===== config.mk =====
export PLATFORM = sky130hd
export DESIGN_NAME = seq_divider_arb
export DESIGN_NICKNAME = d
export VERILOG_FILES = /design/src/rtl/seq_divider_arb.sv
export SDC_FILE = /design/constraint.sdc
export NUM_CORES = 1
export LEC_CHECK = 0
export CORE_ASPECT_RATIO = 0.9
export CORE_MARGIN = 3
export CORE_UTILIZATION = 40
export DETAILED_ROUTE_END_ITERATION = 8
export GPL_ROUTABILITY_DRIVEN = 0
export PLACE_DENSITY_LB_ADDON = 0.1
export SLEW_MARGIN = 0
export SYNTH_ARGS = -nofsm -noshare
export SYNTH_HDL_FRONTEND = slang
export SYNTH_SLANG_ARGS = --single-unit

===== constraint.sdc =====
create_clock -name clk -period 3.6 [get_ports clk]
set_input_delay 0.36 -clock clk [delete_from_list [all_inputs] [get_ports clk]]
set_output_delay 0.36 -clock clk [all_outputs]
set_load 0.01 [all_outputs]

===== src/rtl/seq_divider_arb.sv =====
// rtl/seq_divider_arb.sv - multi-cycle restoring divider with peer-exclusion handshake
module seq_divider_arb #(
  parameter int WIDTH   = 64,
  parameter int NPEER   = 3,
  parameter int TIMEOUT = 1024
) (
  input  logic             clk,
  input  logic             rst,
  input  logic             start,
  input  logic [WIDTH-1:0] a,
  input  logic [WIDTH-1:0] b,
  input  logic [NPEER-1:0] peer_ack_in,
  input  logic [NPEER-1:0] peer_working,
  output logic [NPEER-1:0] ack_to_peer,
  output logic             working,
  output logic             done,
  output logic [WIDTH-1:0] quotient,
  output logic [WIDTH-1:0] remainder,
  output logic             div_by_zero,
  output logic             timeout_err
);

  localparam int CW = $clog2(WIDTH + 1);
  localparam int TW = (TIMEOUT > 1) ? $clog2(TIMEOUT) : 1;

  typedef enum logic [1:0] {S_IDLE, S_REQ, S_CALC, S_DONE} state_t;

  state_t           state_q, state_d;
  logic [WIDTH-1:0] dvd_q, dvd_d;
  logic [WIDTH-1:0] dvs_q, dvs_d;
  logic [WIDTH-1:0] rem_q, rem_d;
  logic [CW-1:0]    iter_q, iter_d;
  logic [TW-1:0]    wait_q, wait_d;
  logic             primed_q, primed_d;
  logic [WIDTH-1:0] quot_q, quot_d;
  logic [WIDTH-1:0] remo_q, remo_d;
  logic             dbz_q, dbz_d;
  logic             tmo_q, tmo_d;
  logic [WIDTH:0]   rem_shift;
  logic [WIDTH:0]   diff;

  assign working     = (state_q != S_IDLE);
  assign done        = (state_q == S_DONE);
  assign ack_to_peer = (state_q == S_IDLE && !start) ? peer_working : '0;
  assign quotient    = quot_q;
  assign remainder   = remo_q;
  assign div_by_zero = dbz_q;
  assign timeout_err = tmo_q;

  always_comb begin
    state_d   = state_q;
    dvd_d     = dvd_q;
    dvs_d     = dvs_q;
    rem_d     = rem_q;
    iter_d    = iter_q;
    wait_d    = wait_q;
    primed_d  = primed_q;
    quot_d    = quot_q;
    remo_d    = remo_q;
    dbz_d     = dbz_q;
    tmo_d     = tmo_q;
    rem_shift = {rem_q, dvd_q[WIDTH-1]};
    diff      = rem_shift - {1'b0, dvs_q};
    case (state_q)
      S_IDLE: begin
        if (start) begin
          dvd_d    = a;
          dvs_d    = b;
          dbz_d    = 1'b0;
          tmo_d    = 1'b0;
          wait_d   = '0;
          primed_d = 1'b0;
          state_d  = S_REQ;
        end
      end
      S_REQ: begin
        // The first REQ cycle only raises the request; acks are judged from the next one on.
        if (!primed_q) begin
          primed_d = 1'b1;
        end else if (&peer_ack_in) begin
          if (dvs_q == '0) begin
            quot_d  = '0;
            remo_d  = '0;
            dbz_d   = 1'b1;
            state_d = S_DONE;
          end else begin
            iter_d  = CW'(WIDTH);
            rem_d   = '0;
            state_d = S_CALC;
          end
        end else if (wait_q == TW'(TIMEOUT - 1)) begin
          quot_d  = '0;
          remo_d  = '0;
          tmo_d   = 1'b1;
          state_d = S_DONE;
        end else begin
          wait_d = wait_q + TW'(1);
        end
      end
      S_CALC: begin
        // The dividend register shifts left and collects quotient bits at its LSB.
        if (!diff[WIDTH]) begin
          rem_d = diff[WIDTH-1:0];
          dvd_d = {dvd_q[WIDTH-2:0], 1'b1};
        end else begin
          rem_d = rem_shift[WIDTH-1:0];
          dvd_d = {dvd_q[WIDTH-2:0], 1'b0};
        end
        iter_d = iter_q - CW'(1);
        if (iter_q == CW'(1)) begin
          quot_d  = dvd_d;
          remo_d  = rem_d;
          state_d = S_DONE;
        end
      end
      S_DONE:  state_d = S_IDLE;
      default: state_d = S_IDLE;
    endcase
  end

  always_ff @(posedge clk) begin
    if (rst) begin
      state_q  <= S_IDLE;
      dvd_q    <= '0;
      dvs_q    <= '0;
      rem_q    <= '0;
      iter_q   <= '0;
      wait_q   <= '0;
      primed_q <= 1'b0;
      quot_q   <= '0;
      remo_q   <= '0;
      dbz_q    <= 1'b0;
      tmo_q    <= 1'b0;
    end else begin
      state_q  <= state_d;
      dvd_q    <= dvd_d;
      dvs_q    <= dvs_d;
      rem_q    <= rem_d;
      iter_q   <= iter_d;
      wait_q   <= wait_d;
      primed_q <= primed_d;
      quot_q   <= quot_d;
      remo_q   <= remo_d;
      dbz_q    <= dbz_d;
      tmo_q    <= tmo_d;
    end
  end

endmodule

After elaboration in Yosys (flattened, before gate mapping)
Index checks and enable logic that the tools add are counted.
{"block": "totals", "input_bits": 137, "regBits": 342, "out_inout_bits": 135, "elab_cells": 91}
{"block": "op_classes", "n_eq_ne": 16, "n_mux": 43, "add_sub_neg": 3, "reduce_logical": 18}
{"op": "$mux 64", "n": 11}
{"op": "$pmux 64 s2", "n": 4}
{"op": "$sub 65x64->65", "n": 1}
{"op": "$logic_not 64->1", "n": 1}
{"op": "$mux 10", "n": 4}
{"op": "$mux 7", "n": 3}
{"op": "$pmux 10 s2", "n": 1}
{"op": "$reduce_and 5->1", "n": 4}
{"op": "$ne 2x2->1 const B", "n": 9}
{"op": "$pmux 7 s2", "n": 1}
{"op": "$add 10x1->10 const B", "n": 1}
{"op": "$eq 10x10->1 const B", "n": 1}
{"op": "$mux 2", "n": 5}
{"op": "$mux 1", "n": 9}
{"op": "$pmux 2 s4", "n": 1}
{"op": "$reduce_and 4->1", "n": 2}
{"op": "$reduce_bool 2->1", "n": 4}
{"op": "$eq 7x1->1 const B", "n": 1}
{"op": "$sub 7x1->7 const B", "n": 1}
{"op": "$ne 3x3->1 const B", "n": 2}
{"op": "$pmux 1 s2", "n": 3}
{"op": "$reduce_and 2->1", "n": 3}
{"op": "$eq 2x2->1 const B", "n": 2}
{"op": "$mux 3", "n": 1}
{"op": "5 further kinds", "n": 5}

Logic depth before layout (Yosys ltp)
{"block": "logic_depth", "word_depth": 5, "ltp_mapped": 17, "depth_no_buf": 14}

Worst setup path before layout
No wires, ideal clock.
{"block": "synth_path", "path_type": "reg-to-reg", "start": "reg dvd_q[63]", "end": "reg rem_q[17]", "synth_period_minus_slack_ns": 3.232, "stages_incl_launch_ff": 17, "path_buffers": 2, "arrival_ns": 3.105, "required_ns": 3.472, "path_slack_ns": 0.368, "setup_time_ns": 0.128, "cell_sequence": "dfxtp_1 -> inv_1 -> ha_1 -> inv_1 -> fa_1 -> a21o_1 -> a31oi_4 -> a2bb2oi_4 -> o32ai_2 -> o211ai_2 -> a21oi_1 -> nor3b_1 -> buf_2 -> buf_2 -> mux2_2 -> a22oi_1 -> nor2_1"}
{"block": "synth_via", "elab_chain_cells": 3}
{"element": "start: declaration", "line": "29", "source": "logic [WIDTH-1:0] dvd_q, dvd_d;"}
{"element": "start signal: assignment", "line": "136", "source": "dvd_q <= dvd_d;"}
{"element": "$sub 65x64->65", "line": "63", "source": "diff = rem_shift - {1'b0, dvs_q};"}
{"element": "$mux 64", "line": "102", "source": "if (!diff[WIDTH]) begin"}
{"element": "$pmux 64 s2", "line": "64", "source": "case (state_q)"}
{"element": "end signal: assignment", "line": "138", "source": "rem_q <= rem_d;"}
{"element": "end: declaration", "line": "31", "source": "logic [WIDTH-1:0] rem_q, rem_d;"}
No other way between the ends.
A chain may end at the register's enable or synchronous reset.

Worst setup path after layout
{"block": "layout_path", "start": "reg dvs_q[43]", "end": "reg remo_q[36] (netlist: remainder[36])"}
{"block": "layout_via", "elab_chain_cells": 4, "elab_cells_between_ends": 7, "classes_between": "add/sub: 1; eq/ne: 1; mux: 3; reduce/logical: 2"}
{"element": "start: declaration", "line": "30", "source": "logic [WIDTH-1:0] dvs_q, dvs_d;"}
{"element": "start signal: assignment", "line": "137", "source": "dvs_q <= dvs_d;"}
{"element": "$sub 65x64->65", "line": "63"}
{"element": "$mux 64", "line": "102"}
{"element": "$mux 64", "line": "110", "source": "if (iter_q == CW'(1)) begin"}
{"element": "$pmux 64 s2", "line": "64"}
{"element": "end signal: assignment", "line": "143", "source": "remo_q <= remo_d;"}
{"element": "end: declaration", "line": "36", "source": "logic [WIDTH-1:0] remo_q, remo_d;"}
Several ways; a longest one is shown, not always the timed one. The select of a mux whose other input is x is not followed.

==> reports/metrics.csv <==
metric;value;unit
Die X;226.7;µm
leakage power;8.622;nW
CTS clk-pin slew, worst paths;0.06;ns
asr flop ratio synth;0;%
ratio of cells with drive above 1 in the final layout;10.63;%
final net count;2659;
die area;46370;µm²
Fin Clk Skew;0.02830;ns
fin crit share;99.06;%
Sink Count;342;
most frequent cells in the layout;341 x dfxtp_1, 334 x nand2_1, 270 x clkdlybuf4s50_1;
total clock buffers created by CTS;40;
# rows;72;
max_cap viols;0;
post-synthesis sequential element count;342;
worst relative slew slack;41.59;%
Syn Nets;2399;
Worst-Skew Late Latency;0.57;ns
M1 GR Usage;33.68;%
Cell Area, Synth;17530;µm²
vias in the first global route;16087;
Post-synth EDFFs;0;
Detailed Routing Iterations Pass 1;6;
largest net degree at the start of global routing;168;
Synth Instances;2189;
Most used DFF post-synth;dfxtp_1;
CTS max path bufs;3;
DR WL/cell;19.09;µm
first-pass GRT wire length;89120;µm
Slew Viols, Final;0;
Highest Clock Rate;280.4;MHz
Final ANT Viol Nets;0;
RSZ-0062 raised after global routing;true;
root buffer cell;clkbuf_16;
Top Usage Layer GRT;met2;
startpoint type of the worst setup path;flop;
Worst Tran Pin Value;0.8761;ns
H-tree lvl count;2;
met2 Track Usage GR;37.38;%
fin crit period;3.566;ns
CTS Hold Buffers Added;0;
crit path capture type;flop;
Buffers on Ports;271;
GRT Residual Overflow;0;
initial drt markers;1210;
Routed WL;57830;µm
Yosys cell types;77;
WP data required;4.05;ns
Tightest Hold Check Type;input pin to flop;
met3 Usage GRT;4.356;%
number of antenna diodes;0;
worst-path maximum fanout;8;
chip height;204.6;µm
final setup violating endpoints;0;
total number of vias;16747;
core footprint;43150;µm²
drt drc;0;
DP Wirelength;41470;µm
Area after DPL;21190;µm²
Critical Path AT;4.01;ns
vias per cell;5.529;
design area;23030;µm²
CTS tree;done;
Synth Warn #;0;
initial antenna violation count;2;
Starting Density;40.62;%
Final Hold Fails;0;
Ports;272;
Seq/Total Area, Yosys;39.06;%
Syn Area/Cell;8.007;µm²
Total GRT Usage;24.04;%
Critical Setup Path Class;flop to flop;
outcome;completed;
pwr dens;627.9;nW/µm²
Area growth syn-to-layout;31.39;%
commonest non-fill, non-tap cell in the layout;dfxtp_1;
IR Drop Worst-Case VDD;0.0004606;V
total power;0.01446;W
## where the power goes
group          total, W  internal [W]  switching [W]  leakage [nW]
clock           0.00404       0.00238        0.00166         0.621
combinational   0.00574       0.00225        0.00349          5.22
sequential      0.00469       0.00428       0.000407          2.78
total            0.0145       0.00891        0.00556          8.62
## flip-flops by register name (all words and copies together), names as in the netlist
register and flops:
dvs_q 64, state_q 2, div_by_zero 1, remainder 64, iter_q 7, quotient 64, timeout_err 1, dvd_q 64
rem_q 64, primed_q 1, wait_q 10
## critical path, cell delays in order (launching register included)
cell      delay, ns
dfxtp_1        0.37
inv_1          0.08
ha_1           0.39
a21oi_1        0.23
o21ai_0        0.19
a221oi_1       0.43
o21ai_0        0.24
nand2_1        0.18
a21oi_2        0.10
nor3b_4        0.34
buf_6          0.16
buf_12         0.14
buf_8          0.14
buf_4          0.12
mux2i_2        0.22
o21ai_0        0.12
## metal layers
| layer | up-vias | wire (µm) |
|---|---|---|
| li1 | 8261 | - |
| met1 | 7848 | 26240 |
| met2 | 542 | 25750 |
| met3 | 92 | 4324 |
| met4 | 4 | 1482 |
| met5 | - | 31 |
## per-stage QoR
| stage | TNS [ns] | hold slack [ns] | utilization, % | worst slack, ns | cells |
|---|---|---|---|---|---|
| 2_1_floorplan | 0 | 0.4469 | - | 0.3676 | 2189 |
| 3_3_place_gp | 0 | 0.4444 | 49.10 | 0.03390 | 2946 |
| 3_5_place_dp | -0.01060 | 0.4431 | 49.10 | -0.01060 | 2946 |
| 4_1_cts | 0 | 0.3044 | 52.13 | 0.002091 | 3014 |
| 5_1_grt | -0.6718 | 0.3403 | 53.37 | -0.04721 | 3029 |
| 6_report | 0 | 0.3348 | 53.37 | 0.03388 | 3029 |
## path summary, 6_finish.rpt
kind                            slack, ns          start  cells past startpoint       endpoint
worst min-delay path                 0.33          b[61]                      3      dvs_q[61]
worst min register to register       0.45  remainder[48]                      2  remainder[48]
worst max register to register       0.03      dvs_q[43]                     15  remainder[36]
worst max-delay path                 0.03      dvs_q[43]                     15  remainder[36]
## cell type report
type | instances | area [µm²]
flip-flops and latches | 342 | 6848
multi-input cells | 1604 | 10150
inverters | 87 | 326.6
clock buffers | 54 | 1104
repair buffers | 374 | 3717
clock inverters | 13 | 191.4
well taps | 555 | 694.4
fillers | 4045 | 20120
## cells in the mapped netlist, drive strengths merged (7+ instances only)
cell type | n | area, µm²
a211oi | 80 | 610.6
a21o | 26 | 195.2
a21oi | 223 | 1116
a22o | 19 | 166.4
a22oi | 43 | 322.8
a31oi | 15 | 108.9
a32oi | 11 | 96.34
and2 | 9 | 56.30
buf | 31 | 160.2
clkbuf | 125 | 469.2
dfxtp | 342 | 6847
ha | 72 | 900.9
inv | 86 | 322.8
mux2 | 22 | 247.7
mux2i | 87 | 870.8
nand2 | 338 | 1269
nand3 | 94 | 470.5
nand4 | 35 | 234.0
nor2 | 201 | 754.5
nor2b | 7 | 43.79
nor3 | 13 | 65.06
nor4 | 25 | 162.6
o211ai | 7 | 57.55
o21a | 14 | 105.1
o21ai | 110 | 550.5
o21bai | 12 | 90.09
o31ai | 8 | 65.06
xnor2 | 37 | 324.1
xor2 | 28 | 245.2
## kinds of logic (layout without fill, tap and decap cells)
| family | Yosys count | in the layout | synth area share (%) |
|---|---|---|---|
| AO/OA/AOI/OAI | 605 | 605 | 21.91 |
| adder cells (fa/ha/maj) | 73 | 73 | 5.254 |
| AND/OR/NAND/NOR | 752 | 752 | 18.69 |
| buffers and inverters | 243 | 528 | 5.454 |
| flip-flops | 342 | 342 | 39.06 |
| multiplexers | 109 | 109 | 6.382 |
| XOR/XNOR | 65 | 65 | 3.248 |
## what timing repair did
item	4_1_cts	5_1_grt
buffers inserted	1	12
endpoints found under the setup margin	7	105
pin swaps	1	11
gates resized for setup	1	97
gates cloned	0	3
No activity file was read; power rests on OpenSTA's default activity.
